$ cat src/rtl/ysyx_22040750_dmem_resp_pkg.sv
// rtl/ysyx_22040750_dmem_resp_pkg.sv - shared state encodings and size masks for the MEM-stage data responder
// Contents: dmem_state_t (2-bit FSM encoding), STRB_B/H/W/D size masks,
//           byte_expand() turning an 8-bit byte mask into a 64-bit bit mask.
package ysyx_22040750_dmem_resp_pkg;

   typedef enum logic [1:0] {
      DMEM_IDLE   = 2'd0,
      DMEM_ACCESS = 2'd1,
      DMEM_WAIT   = 2'd2,
      DMEM_RESP   = 2'd3
   } dmem_state_t;

   localparam logic [7:0] STRB_B = 8'h01;
   localparam logic [7:0] STRB_H = 8'h03;
   localparam logic [7:0] STRB_W = 8'h0F;
   localparam logic [7:0] STRB_D = 8'hFF;

   function automatic logic [63:0] byte_expand(input logic [7:0] i_mask);
      logic [63:0] r_bits;
      r_bits = '0;
      for (int i = 0; i < 8; i++) begin
         r_bits[8*i +: 8] = {8{i_mask[i]}};
      end
      return r_bits;
   endfunction

endpackage

$ cat src/rtl/ysyx_22040750_load_align.sv
// rtl/ysyx_22040750_load_align.sv - combinational load-data shift, size mask and sign extension
// Ports: i_rdata  raw 64-bit SRAM word
//        i_off    byte offset of the load inside the word
//        i_rstrb  [7:0] right-justified size mask, [8] sign-extend enable
//        o_data   right-justified, masked and optionally sign-extended result
module ysyx_22040750_load_align
   import ysyx_22040750_dmem_resp_pkg::*;
(
   input  logic [63:0] i_rdata,
   input  logic [2:0]  i_off,
   input  logic [8:0]  i_rstrb,
   output logic [63:0] o_data
);

   logic [63:0] w_shifted;
   logic [63:0] w_mask;
   logic [63:0] w_masked;
   logic [2:0]  w_top;
   logic        w_sign;

   // Bytes above lane 7 shift in as zero, so word-crossing loads come back truncated.
   assign w_shifted = i_rdata >> {i_off, 3'b000};
   assign w_mask    = byte_expand(i_rstrb[7:0]);
   assign w_masked  = w_shifted & w_mask;

   // Sign bit lives in the highest byte selected by the size mask.
   always_comb begin
      w_top = 3'd0;
      for (int i = 0; i < 8; i++) begin
         if (i_rstrb[i]) begin
            w_top = 3'(i);
         end
      end
   end

   assign w_sign = i_rstrb[8] & w_masked[{w_top, 3'b111}];
   assign o_data = w_sign ? (w_masked | ~w_mask) : w_masked;

endmodule

$ cat src/rtl/ysyx_22040750_dmem_resp.sv
// rtl/ysyx_22040750_dmem_resp.sv - MEM-stage load/store responder driving a synchronous data SRAM
// Ports: I_sys_clk/I_rst             clock, synchronous active-high reset
//        I_mem_rd_en/I_mem_wr_en     held request, accepted when O_mem_ready is high
//        I_addr/I_wdata/I_wstrb/I_rstrb  request fields, latched at the handshake
//        O_mem_data_rvalid/O_rdata   one-cycle load response, O_rdata held until next load
//        O_mem_data_bvalid           one-cycle store completion
//        O_sram_*/I_sram_rdata       single-port SRAM, read data valid LATENCY cycles after enable
module ysyx_22040750_dmem_resp
   import ysyx_22040750_dmem_resp_pkg::*;
#(
   parameter int LATENCY = 1,
   parameter int ADDR_W  = 16
) (
   input  logic              I_sys_clk,
   input  logic              I_rst,
   input  logic              I_mem_rd_en,
   input  logic              I_mem_wr_en,
   input  logic [63:0]       I_addr,
   input  logic [63:0]       I_wdata,
   input  logic [7:0]        I_wstrb,
   input  logic [8:0]        I_rstrb,
   output logic              O_mem_ready,
   output logic              O_mem_data_rvalid,
   output logic              O_mem_data_bvalid,
   output logic [63:0]       O_rdata,
   output logic              O_sram_en,
   output logic              O_sram_we,
   output logic [ADDR_W-1:0] O_sram_addr,
   output logic [63:0]       O_sram_wdata,
   output logic [7:0]        O_sram_wmask,
   input  logic [63:0]       I_sram_rdata
);

   localparam int CNT_W = (LATENCY > 1) ? $clog2(LATENCY) : 1;
   localparam logic [CNT_W-1:0] CNT_INIT = CNT_W'(LATENCY - 1);

   dmem_state_t       r_state;
   dmem_state_t       w_state_nxt;
   logic [CNT_W-1:0]  r_cnt;
   logic              r_is_wr;
   logic [ADDR_W-1:0] r_addr;
   logic [2:0]        r_off;
   logic [8:0]        r_rstrb;
   logic [63:0]       r_wdata;
   logic [7:0]        r_wmask;
   logic [63:0]       r_rdata;

   logic              w_req;
   logic              w_fire;
   logic              w_ready;
   logic              w_access;
   logic              w_rvalid;
   logic              w_bvalid;
   logic              w_capture;
   logic [63:0]       w_align;
   logic              w_unused;

   assign w_req     = I_mem_rd_en | I_mem_wr_en;
   assign w_fire    = (r_state == DMEM_IDLE) & w_req;
   assign w_capture = (r_state == DMEM_WAIT) & (r_cnt == '0);
   assign w_unused  = ^I_addr[63:ADDR_W+3];

   always_comb begin
      w_state_nxt = r_state;
      w_ready     = 1'b0;
      w_access    = 1'b0;
      w_rvalid    = 1'b0;
      w_bvalid    = 1'b0;
      case (r_state)
         DMEM_IDLE: begin
            w_ready = 1'b1;
            if (w_req) w_state_nxt = DMEM_ACCESS;
         end
         DMEM_ACCESS: begin
            w_access    = 1'b1;
            w_state_nxt = r_is_wr ? DMEM_RESP : DMEM_WAIT;
         end
         DMEM_WAIT: begin
            if (r_cnt == '0) w_state_nxt = DMEM_RESP;
         end
         DMEM_RESP: begin
            w_rvalid    = ~r_is_wr;
            w_bvalid    = r_is_wr;
            w_state_nxt = DMEM_IDLE;
         end
         default: w_state_nxt = DMEM_IDLE;
      endcase
   end

   always_ff @(posedge I_sys_clk) begin
      if (I_rst) begin
         r_state <= DMEM_IDLE;
      end else begin
         r_state <= w_state_nxt;
      end
   end

   always_ff @(posedge I_sys_clk) begin
      if (I_rst) begin
         r_cnt   <= '0;
         r_is_wr <= 1'b0;
         r_addr  <= '0;
         r_off   <= '0;
         r_rstrb <= '0;
         r_wdata <= '0;
         r_wmask <= '0;
         r_rdata <= '0;
      end else begin
         if (w_fire) begin
            // A simultaneous rd_en/wr_en resolves to a store.
            r_is_wr <= I_mem_wr_en;
            r_addr  <= I_addr[ADDR_W+2:3];
            r_off   <= I_addr[2:0];
            r_rstrb <= I_rstrb;
            r_wdata <= I_wdata << {I_addr[2:0], 3'b000};
            r_wmask <= I_wstrb << I_addr[2:0];
         end
         if (r_state == DMEM_ACCESS) begin
            r_cnt <= CNT_INIT;
         end else if ((r_state == DMEM_WAIT) && (r_cnt != '0)) begin
            r_cnt <= r_cnt - CNT_W'(1);
         end
         if (w_capture) begin
            r_rdata <= w_align;
         end
      end
   end

   ysyx_22040750_load_align u_load_align (
      .i_rdata (I_sram_rdata),
      .i_off   (r_off),
      .i_rstrb (r_rstrb),
      .o_data  (w_align)
   );

   // Reset gates every output so an in-flight write or response is dropped in the reset cycle itself.
   assign O_mem_ready       = w_ready  & ~I_rst;
   assign O_mem_data_rvalid = w_rvalid & ~I_rst;
   assign O_mem_data_bvalid = w_bvalid & ~I_rst;
   assign O_sram_en         = w_access & ~I_rst;
   assign O_sram_we         = w_access & r_is_wr & ~I_rst;
   assign O_sram_addr       = I_rst ? '0 : r_addr;
   assign O_sram_wdata      = I_rst ? '0 : r_wdata;
   assign O_sram_wmask      = I_rst ? '0 : r_wmask;
   assign O_rdata           = I_rst ? '0 : r_rdata;

endmodule

$ cat config.mk
export PLATFORM = sky130hd
export DESIGN_NAME = ysyx_22040750_dmem_resp
export DESIGN_NICKNAME = d
export VERILOG_FILES = /design/src/rtl/ysyx_22040750_dmem_resp_pkg.sv /design/src/rtl/ysyx_22040750_load_align.sv /design/src/rtl/ysyx_22040750_dmem_resp.sv
export SDC_FILE = /design/constraint.sdc
export NUM_CORES = 1
export LEC_CHECK = 0
export BUFFER_PORTS_ARGS = -buffer_cell sky130_fd_sc_hd__buf_2
export CORE_ASPECT_RATIO = 0.75
export CORE_MARGIN = 1
export CORE_UTILIZATION = 30
export DETAILED_ROUTE_END_ITERATION = 16
export GPL_TIMING_DRIVEN = 1
export PLACE_DENSITY_LB_ADDON = 0.15
export SLEW_MARGIN = 15
export SYNTH_ARGS = -nofsm -noshare
export SYNTH_HDL_FRONTEND = slang
export SYNTH_SLANG_ARGS = --single-unit
export TNS_END_PERCENT = 1
$ cat constraint.sdc
create_clock -name I_sys_clk -period 3.5 [get_ports I_sys_clk]
set_input_delay 0.175 -clock I_sys_clk [delete_from_list [all_inputs] [get_ports I_sys_clk]]
set_output_delay 0.175 -clock I_sys_clk [all_outputs]
set_load 0.02 [all_outputs]
==> results.py, run 1 <==
metrics = {
    "power": {
        "total_power_uw": 8490,
        "power.density_nw_per_um2": 634,
        "max-vdd-ir-drop_mv": 0.375,
        "leakagePower_uw": 0.00560,
    },
    "clock_network": {
        "cts-root-buf": "clkbuf_16",
        "cts.sinks": 168,
        "cts_hold_buffers": 28,
        "clockBufferDepth": 2,
        "clock_latency_ns": 0.44,
        "clk_pin_slew_ns": 0.07,
        "post-cts-setup-buffers": 0,
        "cts_buffers": 17,
        "cts_tree": "built",
        "h-tree-depth": 4,
        "ctsResizeCount": 0,
    },
    "logic_synthesis": {
        "synth_cell_type_count": 56,
        "synth_async_sr_flop_share_pct": 0,
        "avgSynthCellArea_um2": 8.14,
        "postSynthNetCount": 1515,
        "netlist_area_um2": 10600,
        "synth_seq_cells": 168,
        "ys.warnings.count": 0,
        "yosys_most_used_dff": "dfxtp_1",
        "synth_edf_count": 0,
        "seq_area_frac_synth_pct": 31.8,
        "syn_inst": 1298,
    },
    "setup_path": {
        "worstSetupPathType": "flip-flop to flip-flop",
        "cpPeakStageDelay_ns": 0.67,
        "r2r-start": "r_off[2]",
        "crit_family": "compound AO/OA/AOI/OAI gates",
        "slowest_stage": "a21oi_2",
        "critPathArrivalTime_ns": 3.44,
        "worstSetupEndpoint": "r_rdata[33]",
        "crit_chain": "clkinv_1, and3_1, nor4b_1, a211oi_4, a21oi_2, a2111oi_0",
        "cp-end-kind": "flip-flop",
        "cp_max_fo": 14,
        "worst-r2r-cell-count": 6,
        "startpoint": "r_off[2]",
        "required_ns": 3.77,
        "r2r_end": "r_rdata[33]",
        "path_buf_inv": 1,
        "cp-start-kind": "flip-flop",
        "r2r_slack_ns": 0.34,
        "worstSetupPathDepth": 6,
    },
    "global_route": {
        "grt_max_degree": 149,
        "grt_util_all_layers_pct": 22.9,
        "antenna_found_initial": 5,
        "grt_first_pass_wirelength_um": 61700,
        "grt-ovfl-total": 0,
        "grt_pass1_vias": 9770,
    },
    "floorplan": {
        "core_um2": 34700,
        "die_width_um": 219,
        "die_h_um": 165,
        "initial_core_util_pct": 30.5,
        "io_pins": 370,
        "fp-row-count": 59,
        "dieArea_um2": 36000,
    },
    "sta": {
        "rsz0062_at_grt": "no",
        "period_share_pct": 90.4,
        "max_slew.worst_pin.slew_ns": 0.856,
        "finClkSkew_ns": 0.0160,
        "slew_headroom_pct": 42.6,
        "tns_ns": 0,
        "finalSetupViolCount": 0,
        "hold_viol": 0,
        "min_period_ns": 3.16,
        "finalMaxSlewViolations": 0,
        "max_freq_ghz": 0.316,
        "whs_ns": 0.0528,
    },
    "worst_hold_path": {
        "hp-class": "primary input to flip-flop",
    },
    "job": {
        "maxCapViolations": 0,
    },
    "routing": {
        "drtIter0Drc": 932,
        "routedWlPerCell_um": 20.8,
        "route.detailed.drc": 0,
        "dr.pass1.iters": 6,
        "final_antenna_net_count": 0,
        "wl_um": 42600,
        "viasPerCell": 5.28,
        "vias": 10800,
    },
    "status": {
        "outcome": "complete, no violations",
    },
    "finish": {
        "mostFrequentLayoutCells": "buf_2, nor2b_1, dfxtp_1",
        "layout_commonest_cell": "buf_2",
        "drive_gt1_share_pct": 29.1,
        "area_delta_synth_final_pct": 26.7,
        "final_area_um2": 13400,
        "stdcell_count": 2048,
        "final_nets": 1790,
    },
    "placed_design": {
        "place_congestion": 0.963,
        "dp_hpwl_um": 31900,
        "dp_cells": 1983,
        "place_area_um2": 12600,
        "io_buffers": 324,
    },
}
area by class of cell:
type,count,area (µm²)
fill,3686,21300
multi-input combinational,996,6710
sequential,168,3370
timing repair buffer,382,2150
tap,457,572
clock buffer,19,433
clock inverter,13,113
inverter,8,30.0
antenna,5,12.5
layer usage:
layer  vias to the layer above  global-route usage, %  share of wire, %
met2                       367                   29.1                39
li1                       5207                      -                 -
met4                         2                   5.37               1.1
met3                        24                   5.32               6.7
met1                      5207                   37.1                53
met5                         -                      0             0.021
cells by family (layout without fill, tap and decap cells):
logic type / Yosys count / after routing / synth area share [%]
AO/OA/AOI/OAI: 361 / 361 / 23.9
multiplexers: 146 / 146 / 15.7
AND/OR/NAND/NOR: 485 / 485 / 23.2
flip-flops: 168 / 168 / 31.8
buffers and inverters: 134 / 422 / 4.93
adder cells (fa/ha/maj): 4 / 4 / 0.474
other: 0 / 5 / 0
synthesized netlist by cell type (all sizes together) (9+ instances only):
master | n | area [µm²]
nor3 | 11 | 55.1
o21ai | 45 | 225
mux2i | 89 | 891
buf | 35 | 149
mux2 | 46 | 518
mux4 | 11 | 248
o31ai | 30 | 225
a211oi | 63 | 485
clkbuf | 91 | 342
nand2b | 21 | 131
a22oi | 58 | 435
nor2b | 171 | 1070
o211ai | 24 | 180
nor2 | 115 | 432
a21boi | 9 | 67.6
nand3 | 13 | 65.1
a22o | 9 | 78.8
o22a | 17 | 149
dfxtp | 168 | 3360
nand2 | 128 | 480
a21oi | 70 | 354
flip-flops by register name (all words and copies together), names as in the netlist:
signal	cells
r_addr	16
r_cnt	1
r_is_wr	1
r_off	3
r_rdata	64
r_rstrb	9
r_state	2
r_wdata	64
r_wmask	8
per-stage QoR:
step                      util (%)  setup WS [ns]
after floorplan                  -           1.07
after global placement        36.2          0.420
after detailed placement      36.2          0.355
after CTS                     38.6          0.359
after global routing          38.6         0.0668
final                         38.6          0.336
power breakdown:
group / switching [µW] / leakage (µW) / internal, µW
clock network: 895 / 0.000258 / 929
registers: 272 / 0.00137 / 2390
logic: 2590 / 0.00397 / 1410
tightest hold or removal path, delay by kind of cell:
| family | cells | cell delay, ns |
|---|---|---|
| AO/OA/AOI/OAI | 1 | 0.06 |
| buffers and inverters | 1 | 0.15 |
| AND/OR/NAND/NOR | 1 | 0.07 |
worst min path at each step:
stage | from | endpoint | cells after the start
2_1_floorplan | I_wdata[0] | r_wdata[0] | 1
3_3_place_gp | I_addr[7] | r_addr[4] | 2
3_5_place_dp | I_addr[11] | r_addr[8] | 2
4_1_cts | I_sram_rdata[59] | r_rdata[59] | 3
5_1_grt | I_sram_rdata[60] | r_rdata[60] | 3
6_report | I_sram_rdata[60] | r_rdata[60] | 3
(Power assumes the default switching activity.)
==> run 2: changes to the inputs <==
Settings changed: ABC_AREA from default to 1, BUFFER_PORTS_ARGS -buffer_cell sky130_fd_sc_hd__buf_2 to default, CORE_UTILIZATION 30 to 45, DONT_BUFFER_PORTS from default to 1.
==> results.py, run 2 <==
metrics = {
    "logic_synthesis": {
        "synth_most_common_cell": "nand2_1",
        "netlist_area_um2": 10500,
        "synth_seq_cells": 168,
        "ys.warnings.count": 0,
        "synth_edf_count": 0,
        "synth_top_cell_area_share_pct": 32.1,
        "yosys_most_used_dff": "dfxtp_1",
        "synth_common_cells": "nand2_1, inv_1, o21ai_0, nor2_1, a21oi_1",
        "syn_inst": 1712,
        "synth.largest_area_cell": "dfxtp_1",
        "synth_cell_type_count": 30,
        "seq_area_frac_synth_pct": 32.1,
        "synth_area_leaders": "dfxtp_1, nand2_1, o21ai_0",
        "avgSynthCellArea_um2": 6.12,
        "synth_async_sr_flop_share_pct": 0,
        "postSynthNetCount": 1929,
    },
    "finish": {
        "top_regs": "r_rdata x64, r_wdata x64, r_addr x16",
        "final_nets": 1869,
        "antenna_cells": 0,
        "mostFrequentLayoutCells": "nand2_1, inv_1, o21ai_0",
        "layout_commonest_cell": "nand2_1",
        "stdcell_count": 1959,
        "drive_gt1_share_pct": 4.26,
        "multi_input_area_um2": 5660,
        "final_area_um2": 11400,
        "seq_area_um2": 3370,
        "area_delta_synth_final_pct": 8.77,
        "fillCellCount": 2407,
    },
    "sta": {
        "max_freq_ghz": 0.346,
        "rsz0062_at_grt": "no",
        "finalMaxSlewViolations": 0,
        "max_slew.worst_pin.slew_ns": 1.04,
        "min_period_ns": 2.89,
        "finClkSkew_ns": 0.0109,
        "tns_ns": 0,
        "hold_viol": 0,
        "whs_ns": 0.0376,
        "slew_headroom_pct": 30.4,
        "finalSetupViolCount": 0,
        "period_share_pct": 82.6,
    },
    "floorplan": {
        "die_h_um": 134,
        "core_um2": 22500,
        "die_width_um": 178,
        "io_pins": 370,
        "fp-row-count": 47,
        "dieArea_um2": 23900,
        "initial_core_util_pct": 46.7,
    },
    "global_route": {
        "grt_first_pass_wirelength_um": 58700,
        "grt_max_degree": 159,
        "grt-ovfl-total": 0,
        "antenna_found_initial": 1,
        "grt_pass1_vias": 9752,
        "grt_util_all_layers_pct": 32.4,
    },
    "setup_path": {
        "r2r-start": "r_state[0]",
        "worstSetupPathType": "flip-flop to flip-flop",
        "cp_max_fo": 30,
        "cp-end-kind": "flip-flop",
        "startpoint": "r_state[0]",
        "cp-start-kind": "flip-flop",
        "required_ns": 3.83,
        "critPathArrivalTime_ns": 3.22,
    },
    "job": {
        "maxCapViolations": 0,
    },
    "routing": {
        "wl_um": 39300,
        "drtIter0Drc": 1313,
        "final_antenna_net_count": 0,
        "vias": 11100,
        "dr.pass1.iters": 5,
        "route.detailed.drc": 0,
        "routedWlPerCell_um": 20.1,
        "viasPerCell": 5.69,
    },
    "clock_network": {
        "clock_latency_ns": 0.44,
        "cts-root-buf": "clkbuf_16",
        "ctsResizeCount": 0,
        "cts_tree": "built",
        "clockBufferDepth": 2,
        "h-tree-depth": 4,
        "clk_pin_slew_ns": 0.07,
        "cts.sinks": 168,
        "cts_buffers": 17,
    },
    "power": {
        "leakagePower_uw": 0.00501,
        "power.density_nw_per_um2": 755,
        "max-vdd-ir-drop_mv": 0.424,
        "total_power_uw": 8610,
    },
    "placed_design": {
        "place_area_um2": 10500,
        "io_buffers": 0,
        "place_congestion": 0.970,
        "dp_hpwl_um": 28200,
        "dp_cells": 1897,
    },
    "status": {
        "outcome": "complete, no violations",
    },
    "worst_hold_path": {
        "hp-class": "primary input to flip-flop",
        "min_from": "I_addr[1]",
    },
}
[run 2: cell types whose count changed after synthesis, sizes merged, moves of 102 or more]
cell / before / now
inv: 7 / 254
nand2: 128 / 319
a21oi: 70 / 172
o21ai: 45 / 237
nor2: 115 / 223
nor2b: 171 / 0
[run 2: layout make-up]
cell class                 instances  area share [%]
multi-input combinational       1158            49.6
sequential                       168            29.5
inverter                         256            8.44
timing repair buffer              51            4.02
clock buffer                      18            3.76
tap                              294            3.23
clock inverter                    14            1.40
[run 2: cells by family (layout without fill, tap and decap cells)]
group,count (synthesis),after routing,synth area share [%]
multiplexers,37,37,3.53
AND/OR/NAND/NOR,622,622,23.3
AO/OA/AOI/OAI,495,495,26.5
buffers and inverters,386,339,14.1
adder cells (fa/ha/maj),4,4,0.478
flip-flops,168,168,32.1
[run 2: final timing paths]
check / endpoint / slack, ns / cells after the start
max reg2reg: r_wmask[4] / 0.61 / 9
min: r_wdata[34] / 0.04 / 3
max: r_wmask[4] / 0.61 / 9
min reg2reg: r_addr[15] / 0.47 / 2
[run 2: what timing repair did]
action	CTS	global route
buffers inserted	0	0
hold buffers	30	0
endpoints found under the hold margin	53	0
[run 2: metrics by stage]
step | utilization [%] | worst slack (ns)
2_1_floorplan | - | 1.69
3_5_place_dp | 46.8 | 0.913
5_1_grt | 50.8 | 0.469
3_3_place_gp | 46.8 | 0.946
4_1_cts | 50.8 | 0.678
6_report | 50.8 | 0.609
[run 2: routing by layer]
layer | global-route usage [%] | wire, µm | up-vias | part of all wire, %
met5 | 0 | 0 | - | 0
met4 | 9.42 | 787 | 0 | 2.0
met3 | 9.84 | 4320 | 49 | 11
met2 | 41.8 | 15200 | 557 | 39
met1 | 50.0 | 19000 | 5112 | 48
li1 | - | - | 5421 | -
[run 2: power breakdown]
group	internal [µW]	total [µW]	leakage, µW	switching [µW]
logic	1050	3940	0.00334	2890
clock network	1070	1940	0.000292	871
registers	2430	2720	0.00138	290
total	4560	8610	0.00501	4050
[run 2: worst max-delay path: stages (launching register included)]
cell and delay [ns]:
dfxtp_1 0.43, inv_1 0.09, ha_1 0.27, nand2_4 0.32, nor2_2 0.07, inv_1 0.64
a21oi_1 0.07, o21ai_0 0.13, a31oi_1 0.11, dlygate4sd3_1 0.61
